File: src/rtl/mul_share_arbiter.sv
// mul_share_arbiter: time-shares one external combinational W x W multiplier
// among NREQ requesters. Round-robin arbitration in IDLE, one cycle of
// multiplier evaluation on registered operands (CALC), then the registered
// product is held in RESP until the consumer takes it.
// Optional build macro MUL_SHARE_STATS_EN adds saturating counters for
// completed operations (stat_ops) and stalled response cycles (stat_stall).
module mul_share_arbiter #(
    parameter int NREQ = 4,
    parameter int ID_W = 2,
    parameter int W    = 16
) (
    input  logic              clk,
    input  logic              rst,
    input  logic [NREQ-1:0]   req_valid,
    output logic [NREQ-1:0]   req_ready,
    input  logic [NREQ*W-1:0] req_x,
    input  logic [NREQ*W-1:0] req_y,
    output logic [W-1:0]      mul_x,
    output logic [W-1:0]      mul_y,
    input  logic [2*W-1:0]    mul_p,
    output logic              rsp_valid,
    input  logic              rsp_ready,
    output logic [2*W-1:0]    rsp_p,
    output logic [ID_W-1:0]   rsp_id
`ifdef MUL_SHARE_STATS_EN
    ,
    output logic [31:0]       stat_ops,
    output logic [31:0]       stat_stall
`endif
);

    typedef enum logic [1:0] {
        S_IDLE,
        S_CALC,
        S_RESP
    } state_t;

    state_t            state_reg;
    state_t            state_next;
    logic [ID_W-1:0]   rr_ptr_reg;
    logic [ID_W-1:0]   tag_reg;
    logic [W-1:0]      mul_x_reg;
    logic [W-1:0]      mul_y_reg;
    logic [2*W-1:0]    rsp_p_reg;
    logic [ID_W-1:0]   rsp_id_reg;
    logic              rsp_valid_reg;

    logic              grant_found;
    logic [ID_W-1:0]   grant_idx;
    logic              req_fire;
    logic              rsp_fire;

    logic [W-1:0]      x_arr [NREQ];
    logic [W-1:0]      y_arr [NREQ];

    // Unpack the flat operand buses into per-requester lanes.
    generate
        for (genvar gi = 0; gi < NREQ; gi++) begin : g_unpack
            assign x_arr[gi] = req_x[gi*W +: W];
            assign y_arr[gi] = req_y[gi*W +: W];
        end
    endgenerate

    // Round-robin search: first valid index above the last winner, then wrap.
    always_comb begin
        grant_found = 1'b0;
        grant_idx   = '0;
        for (int i = 0; i < NREQ; i++) begin
            if (!grant_found && req_valid[i] && (i > int'(rr_ptr_reg))) begin
                grant_found = 1'b1;
                grant_idx   = ID_W'(i);
            end
        end
        for (int i = 0; i < NREQ; i++) begin
            if (!grant_found && req_valid[i] && (i <= int'(rr_ptr_reg))) begin
                grant_found = 1'b1;
                grant_idx   = ID_W'(i);
            end
        end
    end

    // Grant is offered only while idle, and never while reset is held.
    generate
        for (genvar gi = 0; gi < NREQ; gi++) begin : g_ready
            assign req_ready[gi] = (state_reg == S_IDLE) && !rst && grant_found &&
                                   (grant_idx == ID_W'(gi));
        end
    endgenerate

    // State register.
    always_ff @(posedge clk or posedge rst) begin
        if (rst) begin
            state_reg <= S_IDLE;
        end else begin
            state_reg <= state_next;
        end
    end

    // Next-state logic and handshake strobes.
    always_comb begin
        state_next = state_reg;
        req_fire   = 1'b0;
        rsp_fire   = 1'b0;
        case (state_reg)
            S_IDLE: begin
                if (grant_found) begin
                    req_fire   = 1'b1;
                    state_next = S_CALC;
                end
            end
            S_CALC: begin
                state_next = S_RESP;
            end
            S_RESP: begin
                if (rsp_ready) begin
                    rsp_fire   = 1'b1;
                    state_next = S_IDLE;
                end
            end
            default: begin
                state_next = S_IDLE;
            end
        endcase
    end

    // Operand stage: capture the winner's operands; they are left in place
    // afterwards so the multiplier inputs do not toggle between operations.
    always_ff @(posedge clk or posedge rst) begin
        if (rst) begin
            mul_x_reg  <= '0;
            mul_y_reg  <= '0;
            tag_reg    <= '0;
            rr_ptr_reg <= ID_W'(NREQ - 1);
        end else if (req_fire) begin
            mul_x_reg  <= x_arr[grant_idx];
            mul_y_reg  <= y_arr[grant_idx];
            tag_reg    <= grant_idx;
            rr_ptr_reg <= grant_idx;
        end
    end

    // Product stage: sample the multiplier after its single evaluation cycle,
    // then hold until the consumer handshakes.
    always_ff @(posedge clk or posedge rst) begin
        if (rst) begin
            rsp_p_reg     <= '0;
            rsp_id_reg    <= '0;
            rsp_valid_reg <= 1'b0;
        end else if (state_reg == S_CALC) begin
            rsp_p_reg     <= mul_p;
            rsp_id_reg    <= tag_reg;
            rsp_valid_reg <= 1'b1;
        end else if (rsp_fire) begin
            rsp_valid_reg <= 1'b0;
        end
    end

    assign mul_x     = mul_x_reg;
    assign mul_y     = mul_y_reg;
    assign rsp_p     = rsp_p_reg;
    assign rsp_id    = rsp_id_reg;
    assign rsp_valid = rsp_valid_reg;

`ifdef MUL_SHARE_STATS_EN
    logic [31:0] stat_ops_reg;
    logic [31:0] stat_stall_reg;

    // Saturating activity counters: completed responses and stalled RESP cycles.
    always_ff @(posedge clk or posedge rst) begin
        if (rst) begin
            stat_ops_reg   <= '0;
            stat_stall_reg <= '0;
        end else begin
            if (rsp_fire && (stat_ops_reg != 32'hFFFF_FFFF)) begin
                stat_ops_reg <= stat_ops_reg + 32'd1;
            end
            if ((state_reg == S_RESP) && !rsp_ready && (stat_stall_reg != 32'hFFFF_FFFF)) begin
                stat_stall_reg <= stat_stall_reg + 32'd1;
            end
        end
    end

    assign stat_ops   = stat_ops_reg;
    assign stat_stall = stat_stall_reg;
`endif

endmodule

File: config.mk
export PLATFORM = sky130hd
export DESIGN_NAME = mul_share_arbiter
export DESIGN_NICKNAME = d
export VERILOG_FILES = /design/src/rtl/mul_share_arbiter.sv
export SDC_FILE = /design/constraint.sdc
export NUM_CORES = 1
export LEC_CHECK = 0
export CORE_MARGIN = 1.5
export CORE_UTILIZATION = 25
export CTS_CLUSTER_DIAMETER = 50
export DETAILED_ROUTE_END_ITERATION = 8
export PLACE_DENSITY = 0.64
export SLEW_MARGIN = 25
export SYNTH_ARGS = -nofsm -noshare
export SYNTH_HDL_FRONTEND = slang
export SYNTH_SLANG_ARGS = --single-unit
File: constraint.sdc
create_clock -name clk -period 4.4 [get_ports clk]
set_clock_uncertainty 0.15 [all_clocks]
set_input_delay 0.44 -clock clk [delete_from_list [all_inputs] [get_ports clk]]
set_output_delay 0.44 -clock clk [all_outputs]
set_load 0.02 [all_outputs]
Yosys cells after proc, flatten, opt, wreduce, memory -nomap -nowiden
Cells that the tools add are included.
{"block": "classes", "n_lt_le_gt_ge": 7, "eq_ne": 7, "muxes": 29, "bitwise": 1, "n_reduce_logical": 29}
{"cell": "$bmux 16 s2", "count": 2}
{"cell": "$mux 16", "count": 4}
{"cell": "$logic_and 1x1->1", "count": 18}
{"cell": "$mux 2", "count": 8}
{"cell": "$mux 1", "count": 14}
{"cell": "$logic_not 1->1", "count": 7}
{"cell": "$eq 2x2->1 const B", "count": 3}
{"cell": "$pmux 2 s3", "count": 1}
{"cell": "$eq 2x1->1 const B", "count": 2}
{"cell": "$gt 2x2->1 const A", "count": 2}
{"cell": "$le 2x2->1 const A", "count": 2}
{"cell": "$logic_not 2->1", "count": 2}
{"cell": "$ne 2x2->1 const B", "count": 2}
{"cell": "$ge 3x3->1 const B", "count": 1}
{"cell": "$not 2->3", "count": 1}
{"cell": "$gt 1x2->1 const A", "count": 1}
{"cell": "$le 1x2->1 const A", "count": 1}
{"cell": "$reduce_and 2->1", "count": 1}
{"cell": "$reduce_bool 2->1", "count": 1}
{"block": "totals", "register_bits": 73, "inputBits": 167, "output_inout_bits": 71, "wordCells": 81}

Longest topological paths before layout
{"block": "logic_depth", "ltp_word": 30, "depth_mapped": 7, "mapped_depth_nobuf": 5}

Worst setup path before layout
OpenSTA, ideal clock, no wires.
{"block": "synth_timing", "kind": "input to output", "from": "input rst", "to": "output req_ready[3]", "arrival_time_ns": 2.442, "required_ns": 3.810, "path_slack_ns": 1.368, "stages": 2, "path_buffers": 0, "path_cell_list": "inv_1 -> and3_1"}
{"block": "synth_via", "elab_chain_len": 4}
{"element": "from (decl)", "line": "13", "source": "input logic rst,"}
{"element": "$logic_not 1->1 (no line)"}
{"element": "$logic_and 1x1->1 (3 in a row)", "line": "85", "source": "assign req_ready[gi] = (state_reg == S_IDLE) && !rst && grant_found &&"}
{"element": "to (decl)", "line": "15", "source": "output logic [NREQ-1:0] req_ready,"}
No other way between the ends.

Worst setup path after layout
{"block": "layout_timing", "from": "input req_valid[0]", "to": "output req_ready[3]"}
{"block": "layout_via", "elab_chain_len": 16, "word_cells_on_any_way": 21, "cone_classes": "eq/ne (1); mux (8); reduce/logical (12)"}
{"element": "from (decl)", "line": "14", "source": "input logic [NREQ-1:0] req_valid,"}
{"element": "$logic_and 1x1->1 (*)", "line": "75", "source": "if (!grant_found && req_valid[i] && (i <= int'(rr_ptr_reg))) begin"}
{"element": "$mux 1", "line": "75"}
{"element": "$logic_not 1->1", "line": "75"}
{"element": "$logic_and 1x1->1 (2 in a row)", "line": "75"}
{"element": "$mux 1", "line": "75"}
{"element": "$logic_not 1->1", "line": "75"}
{"element": "$logic_and 1x1->1 (2 in a row)", "line": "75"}
{"element": "$mux 1", "line": "75"}
{"element": "$logic_not 1->1", "line": "75"}
{"element": "$logic_and 1x1->1 (2 in a row)", "line": "75"}
{"element": "$mux 2 or $mux 1 (tied branches)", "line": "75"}
{"element": "$eq 2x2->1 or $logic_and 1x1->1 (tied branches)", "line": "86, 85"}
{"element": "$logic_and 1x1->1 (*)", "line": "85"}
Mark *: on every way between the ends. The rest lies on a longest branch, timed or not.

==> results.md <==
- Status: complete, but fails checks
- Failing checks: design-rule violations
- First-pass GRT wire length: 21.54 mm
- Commonest non-fill, non-tap cell in the layout: clkdlybuf4s50_1
- Met2 usage: 29.67%
- CTS tree: done
- Row count: 44
- Ys flop type: dfrtp_1
- Core area: 14640 um2
- FF-to-FF path depth: 5
- Syn Std Cell Area: 3777 um2
- Clk pwr share: 16.3%
- Iteration-0 DRC Markers: 170
- Post-DR wirelength/cell: 17.77 um
- Router iterations before antenna repair: 6
- Post-synth EDFFs: 0
- Max reg flops: 32
- Cell internal pwr: 0.002664 W
- Fin util: 44.72%
- CTS clk-pin slew, worst paths: 60 ps
- Post-CTS setup buffers: 0
- ANT cells: 0
- Critical path type: in2out
- Syn-to-layout area delta: 73.37%
- Post-synthesis sequential area ratio: 48.43%
- Period utilization: 74.56%
- M3 GR Usage: 6.415%
- Clock Tree Root: clkbuf_16
- Syn nets: 525
- Worst-path cell chain: clkdlybuf4s50_1, nor2_1, a211o_1, buf_4, inv_2, and3_1, clkdlybuf4s50_1
- DRC viols: 13
- Count of final setup violators: 0
- Die span in x: 125.9 um
- R2R Setup Slk: 2270 ps
- Async SR Flop Fraction: 100.0%
- Crit Path Max Fanout: 39
- Worst r2r src: rr_ptr_reg[0]
- Switching part of the total power: 39.60%
- Yosys cell types: 34
- Max Cap Violations: 0
- Die height: 125.9 um
- Hpwl dp: 9.804 mm
- Startpoint Class: input pin
- Post_cts resized: 0
- Via count: 3891
- NetSw: 0.001746 W
- Routability cong.: 0.7910
- Combinational share of power: 55.6%
- Crit path launch: req_valid[0]
- Number of antenna violations at the first check in global routing: 0
- Sequential power share: 28.1%
- Worst setup endpoint: req_ready[3]
- Inserted Clock Buffers: 9
- Pwr dens: 673.4 nW/um2
- Clock Latency Late Sink: 340 ps
- Number of fillers in the final layout: 1411
- Vias per std cell: 5.073
- Largest net degree at the start of global routing: 74
- CP required: 3810 ps
- Worst R2R End: mul_y[8]
- Fraction of layout cells with a size suffix above 1: 12.01%
- Crit path DAT: 2690 ps
- Max clock buf depth: 2
- Total grt overflow: 0
- Leak: 2.433 nW
- Initial Util: 25.79%
- VDD IR-drop max: 0.2488 mV
- FMAX: 304.8 MHz
- Worst path max stage delay: 680 ps
- GR Util met1: 19.44%
- # port buffers: 237
- CP max-delay cell: clkdlybuf4s50_1
- Fin. Hold Viols: 0
- Total track usage: 17.35%
- Setup crit end kind: primary output
- Most frequent cells in the layout: 236 x clkdlybuf4s50_1, 71 x dfrtp_1, 39 x nor2_1, 35 x o21ai_0, 34 x mux2_2
- TNS Setup: 0 ps
- Worst-margin pin slew: 950.1 ps
- Average size of a mapped cell: 10.55 um2
- Post-route ant nets: 0
- Final WL: 13.63 mm
- CTS H-tree depth: 3
- Final period demand of the worst path: 3281 ps
- Hold Crit Class: reg2reg
- I/O pins: 238
- Flops & latches, synth: 73
- Hold buffers post-CTS: 0
- Slew Viols, Final: 0
- Nets: 745
- Top cell by count, worst path: clkdlybuf4s50_1
- Synth Instances: 358
- Number of global-route vias before repair: 4135
- Worst slew margin: 36.53%
- RSZ-0062 raised after global routing: false
- Synth Warn #: 0
- Clk sink count: 73
- Die area: 15860 um2
- Gr busiest metal: met2
==> metal layers <==
layer,up-vias,share of wire (%)
met3,25,9.3
met1,1824,38
met2,192,50
li1,1850,-
met5,-,0
met4,0,2.9
==> logic make-up (layout without fill, tap and decap cells) <==
family / count (synthesis) / in the layout / share of synthesized area [%]
mux: 34 / 34 / 10.14
flops: 73 / 73 / 48.43
simple gates: 61 / 61 / 7.122
compound gates: 145 / 145 / 27.82
buf+inv: 45 / 270 / 6.492
==> worst min-delay path by stage <==
stage / startpoint / to / slack (ps) / cells after the start
final: tag_reg[1] / tag_reg[1] / 330 / 2
after global routing: rsp_p[29] / rsp_p[29] / 370 / 1
after CTS: tag_reg[1] / tag_reg[1] / 330 / 2
after detailed placement: tag_reg[1] / tag_reg[1] / 320 / 2
after global placement: tag_reg[1] / tag_reg[1] / 320 / 2
after floorplan: tag_reg[1] / tag_reg[1] / 290 / 2
==> critical path, delay by kind of cell <==
kind / cells / cell delay, ps
AND/OR/NAND/NOR: 2 / 270
buffers and inverters: 4 / 1630
AO/OA/AOI/OAI: 1 / 320
==> cell type report <==
class                   instances  area (um2)  area share [%]
inverters                       6       23.77          0.3630
clock buffers                  11       232.7           3.554
clock inverters                 5       57.56          0.8789
repair buffers                248        2454           37.47
flip-flops and latches         73        1829           27.93
multi-input cells             240        1722           26.29
well taps                     184       230.2           3.515
==> power by group through the flow <==
stage | Combinational [W] | Clock (W) | Sequential (W)
after CTS | 0.00248 | 0.000742 | 0.00125
after floorplan | 0.00106 | 0 | 0.00161
final | 0.00245 | 0.000719 | 0.00124
after detailed placement | 0.00248 | 0 | 0.00125
after global routing | 0.00264 | 0.000776 | 0.00129
after global placement | 0.00244 | 0 | 0.00124
==> through the flow <==
| stage | area, um2 | hold WS, ps | power (W) | std cells | setup WS, ps |
|---|---|---|---|---|---|
| CTS | 6545 | 331.4 | 0.004471 | 767 | 1142 |
| detailed placement | 6255 | 315.8 | 0.003734 | 751 | 1141 |
| global placement | 6255 | 322.4 | 0.003679 | 751 | 1217 |
| global route | 6549 | 367.6 | 0.004704 | 767 | 1040 |
| floorplan | 3777 | 291.2 | 0.002666 | 358 | 1368 |
| finish | 6549 | 328.5 | 0.004410 | 767 | 1119 |
==> cell usage after synthesis, types with 3 or more instances <==
cell type  instances  area (um2)
clkbuf_1          20       75.07
buf_6              7       78.83
a31oi_1           32       200.2
buf_4              4       30.03
dfrtp_1           71        1777
nor2b_1            3       18.77
nor3_1             3       15.01
a32oi_1           32       280.3
buf_2              7       35.03
nor2_1            39       146.4
a211o_1            3       26.28
mux2_2            34       382.9
nand2b_1           3       18.77
nand2_1            7       26.28
inv_1              5       18.77
o21ai_0           35       175.2
a41oi_1           32       280.3
Note: power is estimated with default switching activity, not from simulation.
